[config.mk]
export PLATFORM = sky130hd
export DESIGN_NAME = leaf_router
export DESIGN_NICKNAME = d
export VERILOG_FILES = /design/src/rtl/leaf_router.sv
export SDC_FILE = /design/constraint.sdc
export NUM_CORES = 1
export LEC_CHECK = 0
export ABC_AREA = 1
export CORE_MARGIN = 2
export CORE_UTILIZATION = 30
export CTS_CLUSTER_DIAMETER = 120
export CTS_CLUSTER_SIZE = 8
export DETAILED_ROUTE_END_ITERATION = 10
export REMOVE_ABC_BUFFERS = 1
export SYNTH_ARGS = -nofsm -noshare
export SYNTH_HDL_FRONTEND = slang
export SYNTH_SLANG_ARGS = --single-unit
[constraint.sdc]
create_clock -name clk -period 6.19 [get_ports clk]
set_input_delay 1.238 -clock clk [delete_from_list [all_inputs] [get_ports clk]]
set_output_delay 1.238 -clock clk [all_outputs]
set_load 0.005 [all_outputs]
[src/rtl/leaf_router.sv]
// rtl/leaf_router.sv - leaf switch: four GPU NI ports plus one uplink, per-input FIFOs, round-robin per output
module leaf_router #(
    parameter int GROUP_ID   = 1,
    parameter int DATA_W     = 16,
    parameter int HEADER_W   = 6,
    parameter int FIFO_DEPTH = 4
) (
    input  logic                  clk,
    input  logic                  reset,
    input  logic [4*DATA_W-1:0]   leaf_in_data,
    input  logic [3:0]            leaf_in_valid,
    output logic [3:0]            leaf_in_ready,
    output logic [4*DATA_W-1:0]   leaf_out_data,
    output logic [3:0]            leaf_out_valid,
    input  logic [DATA_W-1:0]     up_in_data,
    input  logic                  up_in_valid,
    output logic                  up_in_ready,
    output logic [DATA_W-1:0]     up_out_data,
    output logic                  up_out_valid,
    input  logic                  up_out_ready,
    output logic [7:0]            drop_count
);
    localparam int NP    = 5;
    localparam int UP    = 4;
    localparam int PTR_W = $clog2(FIFO_DEPTH);
    localparam int CNT_W = PTR_W + 1;
    localparam int GRP_W = HEADER_W - 2;
    localparam logic [CNT_W-1:0] CNT_FULL    = CNT_W'(FIFO_DEPTH);
    localparam logic [CNT_W-1:0] CNT_RDY_MAX = CNT_W'(FIFO_DEPTH - 2);
    localparam logic [GRP_W-1:0] GROUP       = GRP_W'(GROUP_ID);

    typedef logic [DATA_W-1:0] flit_t;

    flit_t             in_data [NP];
    logic [NP-1:0]     in_valid;
    flit_t             mem_q [NP][FIFO_DEPTH];
    logic [PTR_W-1:0]  wr_ptr_q [NP], wr_ptr_d [NP];
    logic [PTR_W-1:0]  rd_ptr_q [NP], rd_ptr_d [NP];
    logic [CNT_W-1:0]  cnt_q [NP], cnt_d [NP];
    logic [2:0]        rr_q [NP], rr_d [NP];
    flit_t             out_data_q [NP], out_data_d [NP];
    logic [NP-1:0]     out_valid_q, out_valid_d;
    logic [7:0]        drop_q, drop_d;

    logic [NP-1:0]     push, drop, pop, head_valid, out_en, gnt;
    flit_t             head [NP];
    logic [2:0]        dest [NP];
    logic [2:0]        gnt_src [NP];
    logic [2:0]        cand;
    logic [2:0]        ndrop;
    logic [8:0]        drop_sum;

    function automatic logic [2:0] rr_index(input logic [2:0] base, input int k);
        int s;
        s = int'(base) + k;
        if (s >= NP) s = s - NP;
        return 3'(s);
    endfunction

    always_comb begin
        for (int i = 0; i < 4; i++) begin
            in_data[i]       = leaf_in_data[i*DATA_W +: DATA_W];
            leaf_in_ready[i] = (cnt_q[i] <= CNT_RDY_MAX);
        end
        in_data[UP] = up_in_data;
        in_valid    = {up_in_valid, leaf_in_valid};
        up_in_ready = (cnt_q[UP] <= CNT_RDY_MAX);
    end

    // Capture-side filtering; a full FIFO only happens if the sender ignores ready.
    always_comb begin
        for (int i = 0; i < NP; i++) begin
            drop[i] = in_valid[i] &&
                      ((in_data[i][DATA_W-1 -: HEADER_W] == '0) ||
                       ((i == UP) && (in_data[i][DATA_W-1 -: GRP_W] != GROUP)) ||
                       (cnt_q[i] == CNT_FULL));
            push[i] = in_valid[i] && !drop[i];
        end
    end

    always_comb begin
        for (int i = 0; i < NP; i++) begin
            head[i]       = mem_q[i][rd_ptr_q[i]];
            head_valid[i] = (cnt_q[i] != '0);
            dest[i]       = (head[i][DATA_W-1 -: GRP_W] == GROUP) ?
                            {1'b0, head[i][DATA_W-HEADER_W+1 -: 2]} : 3'(UP);
        end
    end

    // Per-output round robin; each input has a single head so grants never collide.
    always_comb begin
        out_en = {up_out_ready, 4'hF};
        pop    = '0;
        gnt    = '0;
        cand   = '0;
        for (int o = 0; o < NP; o++) begin
            gnt_src[o] = '0;
            for (int k = 1; k <= NP; k++) begin
                cand = rr_index(rr_q[o], k);
                if (!gnt[o] && out_en[o] && head_valid[cand] && (dest[cand] == 3'(o))) begin
                    gnt[o]     = 1'b1;
                    gnt_src[o] = cand;
                end
            end
            if (gnt[o]) pop[gnt_src[o]] = 1'b1;
            rr_d[o]        = gnt[o] ? gnt_src[o] : rr_q[o];
            out_valid_d[o] = gnt[o];
            out_data_d[o]  = gnt[o] ? head[gnt_src[o]] : out_data_q[o];
        end
    end

    always_comb begin
        ndrop = '0;
        for (int i = 0; i < NP; i++) begin
            wr_ptr_d[i] = wr_ptr_q[i] + PTR_W'(push[i]);
            rd_ptr_d[i] = rd_ptr_q[i] + PTR_W'(pop[i]);
            cnt_d[i]    = cnt_q[i] + CNT_W'(push[i]) - CNT_W'(pop[i]);
            ndrop       = ndrop + 3'(drop[i]);
        end
        drop_sum = 9'(drop_q) + 9'(ndrop);
        drop_d   = (drop_sum > 9'd255) ? 8'hFF : drop_sum[7:0];
    end

    always_ff @(posedge clk or posedge reset) begin
        if (reset) begin
            for (int i = 0; i < NP; i++) begin
                wr_ptr_q[i]   <= '0;
                rd_ptr_q[i]   <= '0;
                cnt_q[i]      <= '0;
                rr_q[i]       <= '0;
                out_data_q[i] <= '0;
            end
            out_valid_q <= '0;
            drop_q      <= '0;
        end else begin
            for (int i = 0; i < NP; i++) begin
                wr_ptr_q[i]   <= wr_ptr_d[i];
                rd_ptr_q[i]   <= rd_ptr_d[i];
                cnt_q[i]      <= cnt_d[i];
                rr_q[i]       <= rr_d[i];
                out_data_q[i] <= out_data_d[i];
            end
            out_valid_q <= out_valid_d;
            drop_q      <= drop_d;
        end
    end

    always_ff @(posedge clk) begin
        for (int i = 0; i < NP; i++) begin
            if (push[i]) mem_q[i][wr_ptr_q[i]] <= in_data[i];
        end
    end

    always_comb begin
        for (int o = 0; o < 4; o++) leaf_out_data[o*DATA_W +: DATA_W] = out_data_q[o];
        leaf_out_valid = out_valid_q[3:0];
        up_out_data    = out_data_q[UP];
        up_out_valid   = out_valid_q[UP];
        drop_count     = drop_q;
    end
endmodule
==> impl_metrics.yaml <==
hold_path:
  whs_endpoint: "leaf_out_data[12]"
  hold_path_class: "flop to flop"
  hold_depth: 1
  holdCritStartpoint: "leaf_out_data[12]"
flow_run:
  max_cap_violations: 0
yosys:
  number_of_flops_mapped_to_enable_cells_by_yosys: 320
  ys_seq_elements: 463
  synthCells: 3256
  synth-main-ff-cell: "sky130_fd_sc_hd__edfxtp_1"
  synth_seq_area_share_pct: 48.4
  yosysWarningCount: 0
  post_synth_num_cell_types: 68
  async_flop_share_pct: 30.9
  post_synth_instance_area_um2: 27200
  post_synth.cell_area_avg_um2: 8.37
global_routing:
  grt_antenna_before_repair: 0
  track_usage_pct: 18.6
  grt_max_degree: 71
  first_global_vias: 21605
  grt_busiest_layer: "met2"
  use_met3_pct: 3.33
  grtUsageMet2_pct: 28.9
  wire_length_of_the_first_global_routing_pass_um: 134000
  grt_met1_usage_pct: 25.0
  gr-total-overflow: 0
cells_and_area:
  drive_gt1_share_pct: 9.72
  most_frequent_cells_in_the_layout: "sky130_fd_sc_hd__nand2_1 (971), sky130_fd_sc_hd__nand3_1 (406), sky130_fd_sc_hd__edfxtp_1 (320)"
  finish.net_count: 3616
  layout_area_growth_over_synthesis_pct: 19.0
  mostFrequentLayoutCell: "sky130_fd_sc_hd__nand2_1"
  final_cells: 4665
  antennaDiodeCount: 0
sta:
  hold_viol: 0
  grt_setup_unrepaired: "no"
  final-setup-viol-count: 0
  relSlewSlack_pct: 35.3
  final.setup_skew_ns: 0.0473
  finalCritPeriodShare_pct: 87.7
  timing.final.crit_period_ns: 5.43
  clock.fmax_ghz: 0.184
  setup-tns-final_ns: 0
  slew_violations: 0
  tightestPinTransition_ns: 0.971
critical_path:
  cpMaxStageDelayCell: "sky130_fd_sc_hd__ha_1"
  cp-end-kind: "flop"
  path_max_fanout: 23
  crit_path_max_incr_delay_ns: 0.50
  r2r-start: "rr_q[7]"
  cp-start-kind: "flop"
  critPathRequiredTime_ns: 6.67
  crit-reg2reg-capture: "cnt_q[14]"
  rrSetupSlack_ns: 0.76
  r2r_cells: 25
  critical_path_class: "flop to flop"
  timing.critical_path.arrival_ns: 5.91
clock_tree:
  cts-root-buf: "sky130_fd_sc_hd__clkbuf_16"
  tritoncts: "done"
  clkLatencyLatePin_ns: 0.64
  count_of_instances_resized_after_the_clock_tree_is_built: 0
  cts.reportedPaths.clkPinSlew_ns: 0.05
  cts-root-to-sink-buffers: 3
  hold_buffers: 0
  tritoncts.num_buffers: 67
  h_tree_depth_reported_by_cts: 3
  clock_sinks: 463
  post-cts-setup-buffer-count: 0
floorplan:
  design.core.area_um2: 90000
  die_w_um: 305
  ioPinCount: 186
  rows: 110
  die_extent_in_y_um: 305
  effective_utilization_at_floorplan_pct: 30.3
  die-area_um2: 93200
routing:
  detailedRoute.firstPassIterationCount: 7
  vias_per_cell: 5.00
  dr_total_vias: 23343
  antenna_violating_nets_post_route: 0
  drt_total_wl_um: 88400
  drtIter0Drc: 2420
  routed_wire_length_per_instance_um: 18.9
  drcViolationCount: 0
status:
  run_status: "completed"
placed_design:
  routabilityCongestion: 0.951
  port-buffer-count: 185
  post-place-cells: 4543
  post-dp-hpwl_um: 64100
[registers in the layout, indices dropped and copies added (netlist names)]
register and flops:
out_valid_q 5, wr_ptr_q 10, rd_ptr_q 10, up_out_data 16, drop_count 8, cnt_q 15, rr_q 15, mem_q 320
leaf_out_data 64
[cells by family (layout without fill, tap and decap cells)]
family                     after synthesis  in the layout  share of synthesized area (%)
and+or+nand+nor                       1817           1817                           30.1
DFF                                    463            463                           48.4
buffers and inverters                  479            712                           7.47
AOI/OAI and AO/OA                      368            368                           8.11
muxes                                    1              1                         0.0827
xor gates and xnor gates                36             36                           1.24
adders and majority gates               92             92                           4.58
[how the worst max path moves through the flow]
stage	slack, ns	start	to	depth (start not counted)
after floorplan	1.11	reset	cnt_q[0]	1
after global placement	0.98	rr_q[3]	cnt_q[2]	25
after detailed placement	0.89	rr_q[9]	cnt_q[14]	27
after CTS	0.84	rr_q[9]	cnt_q[11]	29
after global routing	0.26	rr_q[3]	cnt_q[2]	25
final	0.76	rr_q[7]	cnt_q[14]	25
[stage by stage]
| stage | utilization [%] | area, µm² | hold WS, ns | setup slack [ns] |
|---|---|---|---|---|
| 2_1_floorplan | - | 26600 | 0.458 | 1.11 |
| 3_3_place_gp | 33.8 | 30400 | 0.448 | 0.978 |
| 3_5_place_dp | 33.8 | 30400 | 0.449 | 0.889 |
| 4_1_cts | 36.0 | 32400 | 0.463 | 0.837 |
| 5_1_grt | 36.0 | 32400 | 0.483 | 0.264 |
| 6_report | 36.0 | 32400 | 0.460 | 0.763 |
[cells in the mapped netlist, types with 13 or more instances]
master / count / area, µm²
sky130_fd_sc_hd__buf_4: 20 / 150
sky130_fd_sc_hd__a21oi_1: 121 / 606
sky130_fd_sc_hd__or2_2: 42 / 263
sky130_fd_sc_hd__nand2_2: 35 / 219
sky130_fd_sc_hd__o22ai_1: 18 / 113
sky130_fd_sc_hd__ha_1: 79 / 988
sky130_fd_sc_hd__clkbuf_1: 46 / 173
sky130_fd_sc_hd__buf_2: 34 / 170
sky130_fd_sc_hd__o211ai_1: 15 / 113
sky130_fd_sc_hd__a32oi_1: 37 / 324
sky130_fd_sc_hd__nand3_2: 16 / 160
sky130_fd_sc_hd__xor2_1: 26 / 228
sky130_fd_sc_hd__inv_2: 40 / 150
sky130_fd_sc_hd__nor3_1: 35 / 175
sky130_fd_sc_hd__inv_1: 306 / 1150
sky130_fd_sc_hd__nor2_1: 200 / 751
sky130_fd_sc_hd__nand4_1: 47 / 294
sky130_fd_sc_hd__nand3_1: 406 / 2030
sky130_fd_sc_hd__nand2_1: 971 / 3640
sky130_fd_sc_hd__o21ai_1: 34 / 170
sky130_fd_sc_hd__fa_1: 13 / 260
sky130_fd_sc_hd__o21ai_0: 106 / 531
sky130_fd_sc_hd__edfxtp_1: 320 / 9610
sky130_fd_sc_hd__dfrtp_1: 143 / 3580
sky130_fd_sc_hd__buf_6: 15 / 169
[critical path, delay by kind of cell (launching register included)]
family,cells,cell delay (ns)
AO/OA/AOI/OAI,4,0.49
XOR/XNOR,2,0.59
adder cells (fa/ha/maj),5,1.66
buffers and inverters,4,0.65
flip-flops,1,0.48
AND/OR/NAND/NOR,10,1.38
[metal layers]
metal | part of all wire (%) | vias up
met5 | 0 | -
met4 | 4.7 | 0
met3 | 7.5 | 210
li1 | - | 11241
met1 | 43 | 10947
met2 | 45 | 945
[cell type report]
cell class	count	area (µm²)
sequential	463	13200
tap	1176	1470
clock buffer	116	1880
clock inverter	6	111
inverter	359	1360
timing repair buffer	231	2200
fill	9248	57600
multi-input combinational	2314	12200
Power is left out: the tool's default activity adds up to more than one toggle a clock period on the data nets, which glitch-free logic cannot reach.
